[config.mk]
export PLATFORM = sky130hd
export DESIGN_NAME = down_timer
export DESIGN_NICKNAME = d
export VERILOG_FILES = /design/src/rtl/down_timer_pkg.sv /design/src/rtl/down_timer_prescaler.sv /design/src/rtl/down_timer.sv
export SDC_FILE = /design/constraint.sdc
export NUM_CORES = 1
export LEC_CHECK = 0
export BUFFER_PORTS_ARGS = -buffer_cell sky130_fd_sc_hd__buf_2
export CORE_MARGIN = 8
export CORE_UTILIZATION = 37
export CTS_CLUSTER_SIZE = 20
export DETAILED_ROUTE_END_ITERATION = 7
export PLACE_DENSITY = 0.6
export SLEW_MARGIN = 20
export SYNTH_ARGS = -nofsm -noshare
export SYNTH_HDL_FRONTEND = slang
export SYNTH_SLANG_ARGS = --single-unit
[constraint.sdc]
create_clock -name clk -period 2 [get_ports clk]
set_input_delay 0.1 -clock clk [delete_from_list [all_inputs] [get_ports clk]]
set_output_delay 0.1 -clock clk [all_outputs]
set_load 0.01 [all_outputs]
[src/rtl/down_timer_pkg.sv]
// Shared state encodings for the down_timer block.
package down_timer_pkg;

  localparam int unsigned STATE_W = 2;

  typedef enum logic [STATE_W-1:0] {
    ST_IDLE = 2'd0,
    ST_RUN  = 2'd1,
    ST_DONE = 2'd2
  } state_e;

endpackage

[src/rtl/down_timer_prescaler.sv]
// Reusable tick prescaler: while enabled, fires one tick every prescale_i+1 cycles.
// prescale_i is used live, so lowering it below the running count ticks at once.
module tick_prescaler #(
  parameter int unsigned PW = 8
) (
  input  logic          clk,
  input  logic          reset,
  input  logic          clr_i,
  input  logic          en_i,
  input  logic [PW-1:0] prescale_i,
  output logic          tick_o
);

  logic [PW-1:0] pre_cnt_q;
  logic [PW-1:0] pre_cnt_d;

  assign tick_o = en_i & ~clr_i & (pre_cnt_q >= prescale_i);

  // Next prescaler count: clear wins, tick wraps to zero, otherwise advance while enabled.
  always_comb begin
    pre_cnt_d = pre_cnt_q;
    if (clr_i) begin
      pre_cnt_d = '0;
    end else if (tick_o) begin
      pre_cnt_d = '0;
    end else if (en_i) begin
      pre_cnt_d = pre_cnt_q + {{(PW-1){1'b0}}, 1'b1};
    end else begin
      pre_cnt_d = pre_cnt_q;
    end
  end

  // Prescaler count register.
  always_ff @(posedge clk or posedge reset) begin
    if (reset) begin
      pre_cnt_q <= '0;
    end else begin
      pre_cnt_q <= pre_cnt_d;
    end
  end

endmodule

[src/rtl/down_timer.sv]
// Loadable down-counting timer with prescaler, one-shot and auto-reload modes.
// Control priority each cycle: load > stop > start > tick.
module down_timer
  import down_timer_pkg::*;
#(
  parameter int unsigned N  = 4,
  parameter int unsigned PW = 8
) (
  input  logic          clk,
  input  logic          reset,
  input  logic          load_i,
  input  logic [N-1:0]  load_value_i,
  input  logic          start_i,
  input  logic          stop_i,
  input  logic          auto_reload_i,
  input  logic [PW-1:0] prescale_i,
  output logic [N-1:0]  count_o,
  output logic          busy_o,
  output logic          done_o,
  output logic          tc_pulse_o
);

  state_e       state_q;
  state_e       state_d;
  logic [N-1:0] count_q;
  logic [N-1:0] count_d;
  logic [N-1:0] reload_q;
  logic [N-1:0] reload_d;
  logic         tc_q;
  logic         tc_d;
  logic         run_s;
  logic         pre_clr_s;
  logic         tick_s;

  assign run_s     = (state_q == ST_RUN);
  assign pre_clr_s = load_i | (stop_i & run_s) | (start_i & ~run_s);

  tick_prescaler #(
    .PW (PW)
  ) u_prescaler (
    .clk        (clk),
    .reset      (reset),
    .clr_i      (pre_clr_s),
    .en_i       (run_s),
    .prescale_i (prescale_i),
    .tick_o     (tick_s)
  );

  // Next-state, counter and terminal-count decode in priority order.
  always_comb begin
    state_d  = state_q;
    count_d  = count_q;
    reload_d = reload_q;
    tc_d     = 1'b0;
    if (load_i) begin
      count_d  = load_value_i;
      reload_d = load_value_i;
      state_d  = ST_IDLE;
    end else if (stop_i && run_s) begin
      state_d = ST_IDLE;
    end else if (start_i && !run_s) begin
      state_d = ST_RUN;
      case (state_q)
        ST_DONE: count_d = reload_q;
        default: count_d = count_q;
      endcase
    end else if (tick_s) begin
      if (count_q != '0) begin
        count_d = count_q - {{(N-1){1'b0}}, 1'b1};
      end else begin
        tc_d = 1'b1;
        // Terminal tick: periodic mode reloads, one-shot parks in DONE at zero.
        if (auto_reload_i) begin
          count_d = reload_q;
        end else begin
          state_d = ST_DONE;
        end
      end
    end else begin
      state_d = state_q;
    end
  end

  // State, counter, reload and pulse registers.
  always_ff @(posedge clk or posedge reset) begin
    if (reset) begin
      state_q  <= ST_IDLE;
      count_q  <= '0;
      reload_q <= '0;
      tc_q     <= 1'b0;
    end else begin
      state_q  <= state_d;
      count_q  <= count_d;
      reload_q <= reload_d;
      tc_q     <= tc_d;
    end
  end

  assign count_o    = count_q;
  assign busy_o     = (state_q == ST_RUN);
  assign done_o     = (state_q == ST_DONE);
  assign tc_pulse_o = tc_q;

endmodule

==> results of run 1 <==
==> state kept, by name, indices dropped and copies added (netlist names) <==
| register | cells |
|---|---|
| u_prescaler.pre_cnt_q | 8 |
| count_o | 4 |
| reload_q | 4 |
| state_q | 2 |
| tc_pulse_o | 1 |
==> repair_timing <==
item	in CTS	in global routing
gates resized for setup	1	7
hold endpoints to repair	19	0
hold buffers	1	0
setup buffers	0	2
pin swaps	0	2
endpoints found under the setup margin	1	13
==> placed cells by master (no fill, tap or decap), types with 2 or more instances in the layout <==
master and instances:
o22ai_1 3, nand4b_1 2, buf_2 24, dfrtp_1 19, o21ai_1 2, nor2_1 8, and3_1 3, nand2b_1 2
a211oi_1 2, ha_1 8, o311ai_1 3, nand4_1 4, xor2_1 7, nor3_1 6, a21oi_1 3, o21ai_0 6
clkbuf_4 3, nand3_1 5, nand2_1 9, a21o_1 2, buf_4 8, inv_1 19, nor4b_4 2
==> metrics by stage <==
step             util  hold WS, ns  TNS [ns]  setup WS (ns)  total power [mW]
2_1_floorplan       -      0.05113         0        0.09885            0.5175
3_3_place_gp   0.4466       0.2698         0        0.01427            0.5681
3_5_place_dp   0.4466       0.2718         0        0.04334            0.5711
4_1_cts        0.4593     0.003470         0        0.01671            0.7735
5_1_grt        0.4758     0.005099  -0.08437       -0.05754            0.8282
6_report       0.4758     0.006570         0        0.08077            0.7829
==> logic make-up after synthesis <==
logic type,after synthesis,share of synthesized area
AOI/OAI and AO/OA,32,0.1789
xor gates and xnor gates,8,0.05474
adders and majority gates,10,0.09775
buffers and inverters,22,0.06549
DFF,19,0.3715
muxes,1,0.007820
and+or+nand+nor,48,0.2238
==> how the worst max path moves through the flow <==
| stage | from | depth (start not counted) | endpoint |
|---|---|---|---|
| after floorplan | u_prescaler.pre_cnt_q[1] | 7 | state_q[0] |
| after detailed placement | u_prescaler.pre_cnt_q[7] | 6 | count_o[1] |
| final | count_o[0] | 7 | count_o[1] |
| after global routing | u_prescaler.pre_cnt_q[1] | 7 | count_o[1] |
| after CTS | count_o[0] | 7 | count_o[1] |
| after global placement | u_prescaler.pre_cnt_q[7] | 6 | count_o[1] |
==> worst max-delay path: stages (launching register included) <==
cell	delay [ns]
dfrtp_1	0.43
inv_1	0.09
ha_2	0.21
nor3b_4	0.21
nand2b_1	0.11
a32o_1	0.27
or4_1	0.40
o311ai_1	0.10
==> final cells by class <==
type | instances | share of cell area
inverters | 19 | 0.04492
multi-input cells | 99 | 0.4823
clock buffers | 3 | 0.01418
repair buffers | 33 | 0.1198
well taps | 46 | 0.03625
clock inverters | 1 | 0.003152
flip-flops and latches | 19 | 0.2994
==> power groups by stage <==
stage | registers (mW) | logic, mW | clock network (mW)
finish | 0.421 | 0.158 | 0.204
floorplan | 0.426 | 0.0913 | 0
global route | 0.424 | 0.179 | 0.226
detailed placement | 0.426 | 0.146 | 0
global placement | 0.426 | 0.142 | 0
CTS | 0.418 | 0.148 | 0.207
==> layer usage <==
| metal | global-route usage | share of wire | vias up |
|---|---|---|---|
| met2 | 0.1868 | 0.47 | 19 |
| met1 | 0.1629 | 0.50 | 533 |
| met3 | 0.02130 | 0.027 | 4 |
| met5 | 0 | 0 | - |
| met4 | 0.02391 | 0.0080 | 0 |
| li1 | - | - | 569 |
==> qor.yml, run 1 <==
timing:
  tightest_slew_ns: 0.7309
  finClkSkew_ns: 0.004784
  finalSetupViolations: 0
  drv_slew: 0
  fmaxAchievable_ghz: 0.5210
  slew_headroom: 0.5122
  min_period_ns: 1.919
  period_share: 0.9596
  hold_viol_final: 0
  rsz0062_at_grt: "yes"
setup_path:
  r2r_start: "count_o[0]"
  worst_setup_path_start_kind: "register"
  r2r_slack_ns: 0.08
  required_ns: 2.21
  cp.arrival_ns: 2.13
  end_kind: "register"
  path_class: "reg -> reg"
  crit_fanout: 4
  reg2reg_depth: 7
  r2r_end: "count_o[1]"
final_layout:
  nets: 203
  regArea_sq_um: 475.5
  drive_gt1_frac: 0.2816
  stdcell_count: 220
  n_fill_cell: 336
  area_growth_pct: 24.05
  antenna_cells: 0
  multiInputGateArea_sq_um: 765.7
  design_area_sq_um: 1588
place:
  place_area_sq_um: 1490
  dp_cells: 213
  place_congestion: 0.8272
  dpl.hpwl_um: 2404
  portBuffers: 24
routing:
  drt.antenna.violating_nets: 0
  dr.pass1.iters: 4
  routed_wl_um: 3112
  drtIter0Drc: 52
  vias_per_cell: 5.114
  via_count: 1125
  drc: 0
  wl_per_cell_um: 14.15
pwr:
  p_clk_frac: 0.261
  p_int_mw: 0.5479
  power_frac_seq: 0.537
  p_comb_frac: 0.202
  p_per_area_nw_per_um2: 493.1
  ir_drop_mv: 0.2753
  p_sw_frac: 0.3002
  switchingPower_mw: 0.2350
  leakage_nw: 0.7810
status:
  status: "complete, no violations"
logic_synthesis:
  ys_top_cells_by_count: "dfrtp_1 (19), inv_1 (19), ha_1 (10), nand2_1 (9), nor2_1 (8)"
  synthDistinctLibCells: 39
  synth_top_area_share: 0.3715
  syn-instance-count: 140
  synth-main-ff-cell: "dfrtp_1"
  synth_edf_count: 0
  synth_nets: 168
  syn-cell-area_sq_um: 1280
  avgSynthCellArea_sq_um: 9.143
  yosys-top-cells-area: "dfrtp_1 (37%), ha_1 (9.8%), inv_1 (5.6%)"
  yosys_warnings: 0
  seq_area_frac_synth: 0.3715
  synth_top_area_cell: "dfrtp_1"
  async_flop_share: 1.000
  ys_ff_latch: 19
floorplanning:
  num_io_pins: 25
  die-area_sq_um: 5597
  core_sq_um: 3337
  die_h_um: 74.82
  rows: 21
  dieWidth_um: 74.82
  start_util: 0.3836
clocking:
  cts_root_buf: "clkbuf_4"
  clock_sinks: 19
  cts_tree: "yes"
  clk_latency_ns: 0.30
  cts_buffers: 3
  cts.path.max_buffers: 2
  cts.clk_slew.worst_paths_ns: 0.12
  h-tree-depth: 1
job:
  max-cap-violations: 0
global_route:
  grt_usage: 0.1181
  grt_max_degree: 22
  overflow: 0
  grt_pass1_wl_um: 5216
  grt_pass1_vias: 1159
  antenna_found_initial: 0
min_path:
  hold_depth: 3
  holdPathEnd: "count_o[3]"
  hp-start: "load_value_i[3]"
  hold_class: "in -> reg"
Power figures use the tool's default switching activity.
==> run 2, diff against run 1 <==
--- a/config.mk
+++ b/config.mk
@@ -6,11 +6,13 @@
 export NUM_CORES = 1
 export LEC_CHECK = 0
 export BUFFER_PORTS_ARGS = -buffer_cell sky130_fd_sc_hd__buf_2
+export CELL_PAD_IN_SITES_DETAIL_PLACEMENT = 1
+export CELL_PAD_IN_SITES_GLOBAL_PLACEMENT = 1
 export CORE_MARGIN = 8
 export CORE_UTILIZATION = 37
 export CTS_CLUSTER_SIZE = 20
 export DETAILED_ROUTE_END_ITERATION = 7
-export PLACE_DENSITY = 0.6
+export PLACE_DENSITY = 0.76
 export SLEW_MARGIN = 20
 export SYNTH_ARGS = -nofsm -noshare
 export SYNTH_HDL_FRONTEND = slang
==> run 2 against run 1 <==
Net effect: worst hold slack gained 0.030 ns; utilization rose by 4.9 points; critical endpoint unchanged; register-to-register slack worse by 0.06 ns; wire length increased by 29%; flip-flop and latch count is the same; global-route usage increased by 2.2 points; die area did not move; count of clock-buffer cells in the layout is 1 higher.
==> qor.yml, run 2 (same netlist as run 1, synthesis figures left out) <==
status:
  status: "complete, no violations"
timing:
  period_share: 0.9877
  slew_headroom: 0.4767
  finalSetupViolations: 0
  fin_ws_ns: 0.02456
  tightest_slew_ns: 0.7841
  drv_slew: 0
  finClkSkew_ns: 0.002567
  hold_viol_final: 0
  min_period_ns: 1.975
  rsz0062_at_grt: "yes"
  fmaxAchievable_ghz: 0.5062
final_layout:
  n_fill_cell: 398
  layout_common_cells: "buf_2 (24), dfrtp_1 (19), buf_4 (17)"
  antenna_cells: 0
  multiInputGateArea_sq_um: 862.1
  regMostFlops: "u_prescaler.pre_cnt_q"
  regArea_sq_um: 475.5
  nets: 213
  largest_register_ffs: 8
  area_growth_pct: 36.75
  layout.cells.most_common: "buf_2"
  drive_gt1_frac: 0.3696
clocking:
  clk_latency_ns: 0.30
  h-tree-depth: 1
  cts_buffers: 3
  cts_root_buf: "clkbuf_4"
  cts_tree: "yes"
  clock_sinks: 19
  cts.path.max_buffers: 2
  cts.clk_slew.worst_paths_ns: 0.12
global_route:
  met2_usage: 0.2410
  grt_usage: 0.1404
  use_met1: 0.1689
  grt_pass1_wl_um: 6113
  use_met3: 0.02397
  overflow: 0
  antenna_found_initial: 0
  top_usage_layer: "met2"
  grt_max_degree: 22
  grt_pass1_vias: 1325
setup_path:
  cp.arrival_ns: 2.19
  path_class: "reg -> reg"
  crit_chain: "ha_4 > a21oi_2 > nand3_2 > a32o_2 > or4_4 > o311ai_4"
  worst_setup_path_start_kind: "register"
  critPathSlowestCell: "or4_4"
  required_ns: 2.21
  crit_fanout: 5
  cpPeakStageDelay_ns: 0.50
  end_kind: "register"
job:
  max-cap-violations: 0
pwr:
  p_comb_frac: 0.244
  power_frac_seq: 0.508
  ir_drop_mv: 0.2049
  p_int_mw: 0.5705
  p_per_area_nw_per_um2: 472.3
  power_mw: 0.8267
  p_sw_frac: 0.3099
  leakage_nw: 0.8441
  p_clk_frac: 0.248
  switchingPower_mw: 0.2562
place:
  dpl.hpwl_um: 2754
  portBuffers: 24
  place_congestion: 0.8041
  dpl_worst_slack_ns: -0.05185
routing:
  vias_per_cell: 5.309
  drc: 0
  wl_per_cell_um: 17.42
  routed_wl_um: 4007
  dr.pass1.iters: 4
  drtIter0Drc: 61
  via_count: 1221
  drt.antenna.violating_nets: 0
floorplanning:
  core_sq_um: 3337
  rows: 21
  die_h_um: 74.82
  num_io_pins: 25
  dieWidth_um: 74.82
  die-area_sq_um: 5597
  start_util: 0.3836
min_path:
  hold_class: "in -> reg"
==> run 2: changes by cell type in the layout (fill, tap and decap cells not counted), sizes merged <==
| cell | previous run | this run |
|---|---|---|
| clkbuf | 3 | 4 |
| clkinv | 1 | 0 |
| buf | 32 | 41 |
| o21a | 1 | 2 |
==> run 2: repair_timing <==
item / in CTS / in global routing
gates resized for setup: 6 / 16
endpoints found under the hold margin: 19 / 0
buffers inserted: 0 / 10
gates cloned: 0 / 1
setup endpoints to repair: 1 / 13
hold buffers: 1 / 0
pin swaps: 0 / 6
==> run 2: final cells by class <==
type,count,share of cell area
sequential,19,0.2716
inverter,19,0.04074
clock buffer,4,0.01501
timing repair buffer,42,0.1472
tap,46,0.03288
multi-input combinational,100,0.4925
==> run 2: power groups by stage <==
stage / logic [mW] / registers, mW / clock network (mW)
6_report: 0.201 / 0.420 / 0.205
5_1_grt: 0.222 / 0.423 / 0.224
4_1_cts: 0.163 / 0.419 / 0.212
3_5_place_dp: 0.154 / 0.425 / 0
3_3_place_gp: 0.148 / 0.423 / 0
2_1_floorplan: 0.0913 / 0.426 / 0
==> run 2: worst max-delay path: cells and delay by family (launching register included) <==
kind | cells | cell delay (ns)
compound gates | 3 | 0.57
fa+ha+maj | 1 | 0.24
flops | 1 | 0.43
simple gates | 2 | 0.64
==> run 2: path summary, 6_finish.rpt <==
kind                                     startpoint           to  slack (ns)  depth (start not counted)
min reg2reg                             reload_q[2]  reload_q[2]        0.55                          2
max                        u_prescaler.pre_cnt_q[7]   count_o[1]        0.02                          6
max in group asynchronous                     reset   count_o[2]        1.05                          3
min in group asynchronous                     reset  reload_q[0]        0.47                          3
min                                 load_value_i[3]   count_o[3]        0.04                          3
max reg2reg                u_prescaler.pre_cnt_q[7]   count_o[1]        0.02                          6
==> run 2: per-stage QoR <==
step                      std cells    util  hold WS (ns)  TNS [ns]  area, sq um
final                           230  0.5246       0.03694         0         1750
after global routing            230  0.5246       0.04663   -0.1014         1750
after CTS                       219  0.4679       0.02915         0         1562
after detailed placement        214  0.4488        0.2789  -0.05185         1498
after global placement          214  0.4488        0.2667         0         1498
after floorplan                 140       -       0.05113         0         1280
==> run 2: per-layer routing <==
layer  wire length [um]  share of wire  vias to the layer above
met5                  0              0                        -
met4                 42          0.010                        0
met2               2150           0.54                       17
met1               1709           0.43                      606
li1                   -              -                      594
met3                105          0.026                        4
==> run 3, diff against run 2 <==
--- a/config.mk
+++ b/config.mk
@@ -12,6 +12,7 @@
 export CORE_UTILIZATION = 37
 export CTS_CLUSTER_SIZE = 20
 export DETAILED_ROUTE_END_ITERATION = 7
+export GPL_TIMING_DRIVEN = 0
 export PLACE_DENSITY = 0.76
 export SLEW_MARGIN = 20
 export SYNTH_ARGS = -nofsm -noshare
==> run 3 against run 2 <==
Net effect: clock skew grew 0.0016 ns; wire length grew 4.0%; flip-flop and latch count is the same; highest routed layer unchanged.
==> qor.yml, run 3 (same netlist as run 1, synthesis figures left out) <==
timing:
  drv_slew: 0
  setup_tns_ns: 0
  hold_viol_final: 0
  period_share: 0.9746
  fmaxAchievable_ghz: 0.5130
  finClkSkew_ns: 0.004140
  finalSetupViolations: 0
  tightest_slew_ns: 0.7487
  timing.hold.ws_ns: 0.02064
  min_period_ns: 1.949
  slew_headroom: 0.5003
clocking:
  cts_tree: "yes"
  cts_buffers: 3
  cts.path.max_buffers: 2
  clk_latency_ns: 0.30
  clock_sinks: 19
  cts_root_buf: "clkbuf_4"
  h-tree-depth: 1
  cts.clk_slew.worst_paths_ns: 0.11
floorplanning:
  die_h_um: 74.82
  die-area_sq_um: 5597
  start_util: 0.3836
  dieWidth_um: 74.82
  core_sq_um: 3337
  num_io_pins: 25
  rows: 21
routing:
  drtIter0Drc: 43
  routed_wl_um: 4168
  wl_per_cell_um: 18.12
  drc: 0
  via_count: 1239
  drt.antenna.violating_nets: 0
  dr.pass1.iters: 4
  vias_per_cell: 5.387
final_layout:
  drive_gt1_frac: 0.3913
  largest_register_ffs: 8
  n_fill_cell: 403
  nets: 213
  layout.cells.most_common: "buf_2"
  multiInputGateArea_sq_um: 884.6
  regMostFlops: "u_prescaler.pre_cnt_q"
  antenna_cells: 0
  layout_common_cells: "buf_2 (24), inv_1 (19), dfrtp_1 (17)"
  area_growth_pct: 39.10
  regArea_sq_um: 478.0
pwr:
  leakage_nw: 0.8437
  ir_drop_mv: 0.2597
  power_mw: 0.8138
  p_per_area_nw_per_um2: 457.1
setup_path:
  crit_fanout: 3
  r2r_start: "count_o[1]"
  worst_setup_path_start_kind: "register"
  cp.arrival_ns: 2.15
  critPathSlowestCell: "or4_4"
  r2r_slack_ns: 0.05
  cpPeakStageDelay_ns: 0.43
  crit_chain: "inv_1 > ha_2 > nor3b_4 > nand2b_4 > a32o_2 > or4_4 > o311ai_2"
  end_kind: "register"
  r2r_end: "count_o[1]"
  path_class: "reg -> reg"
  required_ns: 2.21
  reg2reg_depth: 7
min_path:
  holdPathEnd: "count_o[3]"
  hp-start: "load_value_i[3]"
  hold_depth: 3
  hold_class: "in -> reg"
global_route:
  grt_usage: 0.1474
  grt_pass1_vias: 1327
  overflow: 0
  grt_pass1_wl_um: 6389
  grt_max_degree: 20
  antenna_found_initial: 0
place:
  place_congestion: 0.8315
  dpl.hpwl_um: 2654
  portBuffers: 24
job:
  max-cap-violations: 0
status:
  status: "complete, no violations"
-- run 3: what timing repair did --
| item | 4_1_cts | 5_1_grt |
|---|---|---|
| pin swaps | 9 | 8 |
| gates cloned | 0 | 0 |
| buffers inserted | 5 | 10 |
| gates resized for setup | 16 | 14 |
| hold buffers | 1 | 0 |
| hold endpoints to repair | 19 | 0 |
| setup endpoints to repair | 12 | 8 |
-- run 3: where the power goes --
part	total, mW	switching, mW	internal (mW)
Combinational	0.193	0.107	0.0864
Sequential	0.422	0.0214	0.401
Clock	0.199	0.124	0.0745
-- run 3: per-stage QoR --
stage	utilization	instance area, sq um	std cells	setup WS (ns)
3_3_place_gp	0.4368	1458	210	-0.09526
5_1_grt	0.5336	1780	230	-0.02826
6_report	0.5336	1780	230	0.05078
4_1_cts	0.4867	1624	220	0.01022
2_1_floorplan	-	1280	140	0.09885
3_5_place_dp	0.4368	1458	210	-0.1737
-- run 3: worst max-delay path: cells and delay by family, from the launching register on --
| kind | cells | cell delay [ns] |
|---|---|---|
| buffers and inverters | 1 | 0.08 |
| adders and majority gates | 1 | 0.21 |
| DFF | 1 | 0.42 |
| AOI/OAI and AO/OA | 2 | 0.36 |
| and+or+nand+nor | 3 | 0.78 |
-- run 3: how the worst max path moves through the flow --
| stage | from | to | slack (ns) | cells past startpoint |
|---|---|---|---|---|
| after floorplan | u_prescaler.pre_cnt_q[1] | state_q[0] | 0.1 | 7 |
| final | count_o[1] | count_o[1] | 0.05 | 7 |
| after global routing | count_o[1] | count_o[1] | -0.03 | 7 |
| after CTS | count_o[0] | count_o[1] | 0.01 | 7 |
| after global placement | u_prescaler.pre_cnt_q[1] | state_q[0] | -0.1 | 7 |
| after detailed placement | u_prescaler.pre_cnt_q[1] | state_q[0] | -0.17 | 7 |
-- run 3: layout make-up --
| class | instances | share of cell area |
|---|---|---|
| flip-flops and latches | 19 | 0.2684 |
| clock inverters | 1 | 0.002811 |
| plain buffers | 3 | 0.01054 |
| repair buffers | 40 | 0.1363 |
| well taps | 46 | 0.03233 |
| inverters | 19 | 0.04006 |
| multi-input cells | 99 | 0.4968 |
| clock buffers | 3 | 0.01265 |
-- run 3: metal layers --
layer,part of all wire,global-route usage,wire length [um]
met5,0,0,0
met4,0.0026,0.03261,11
met3,0.031,0.03595,129
met2,0.54,0.2720,2248
met1,0.43,0.1648,1778
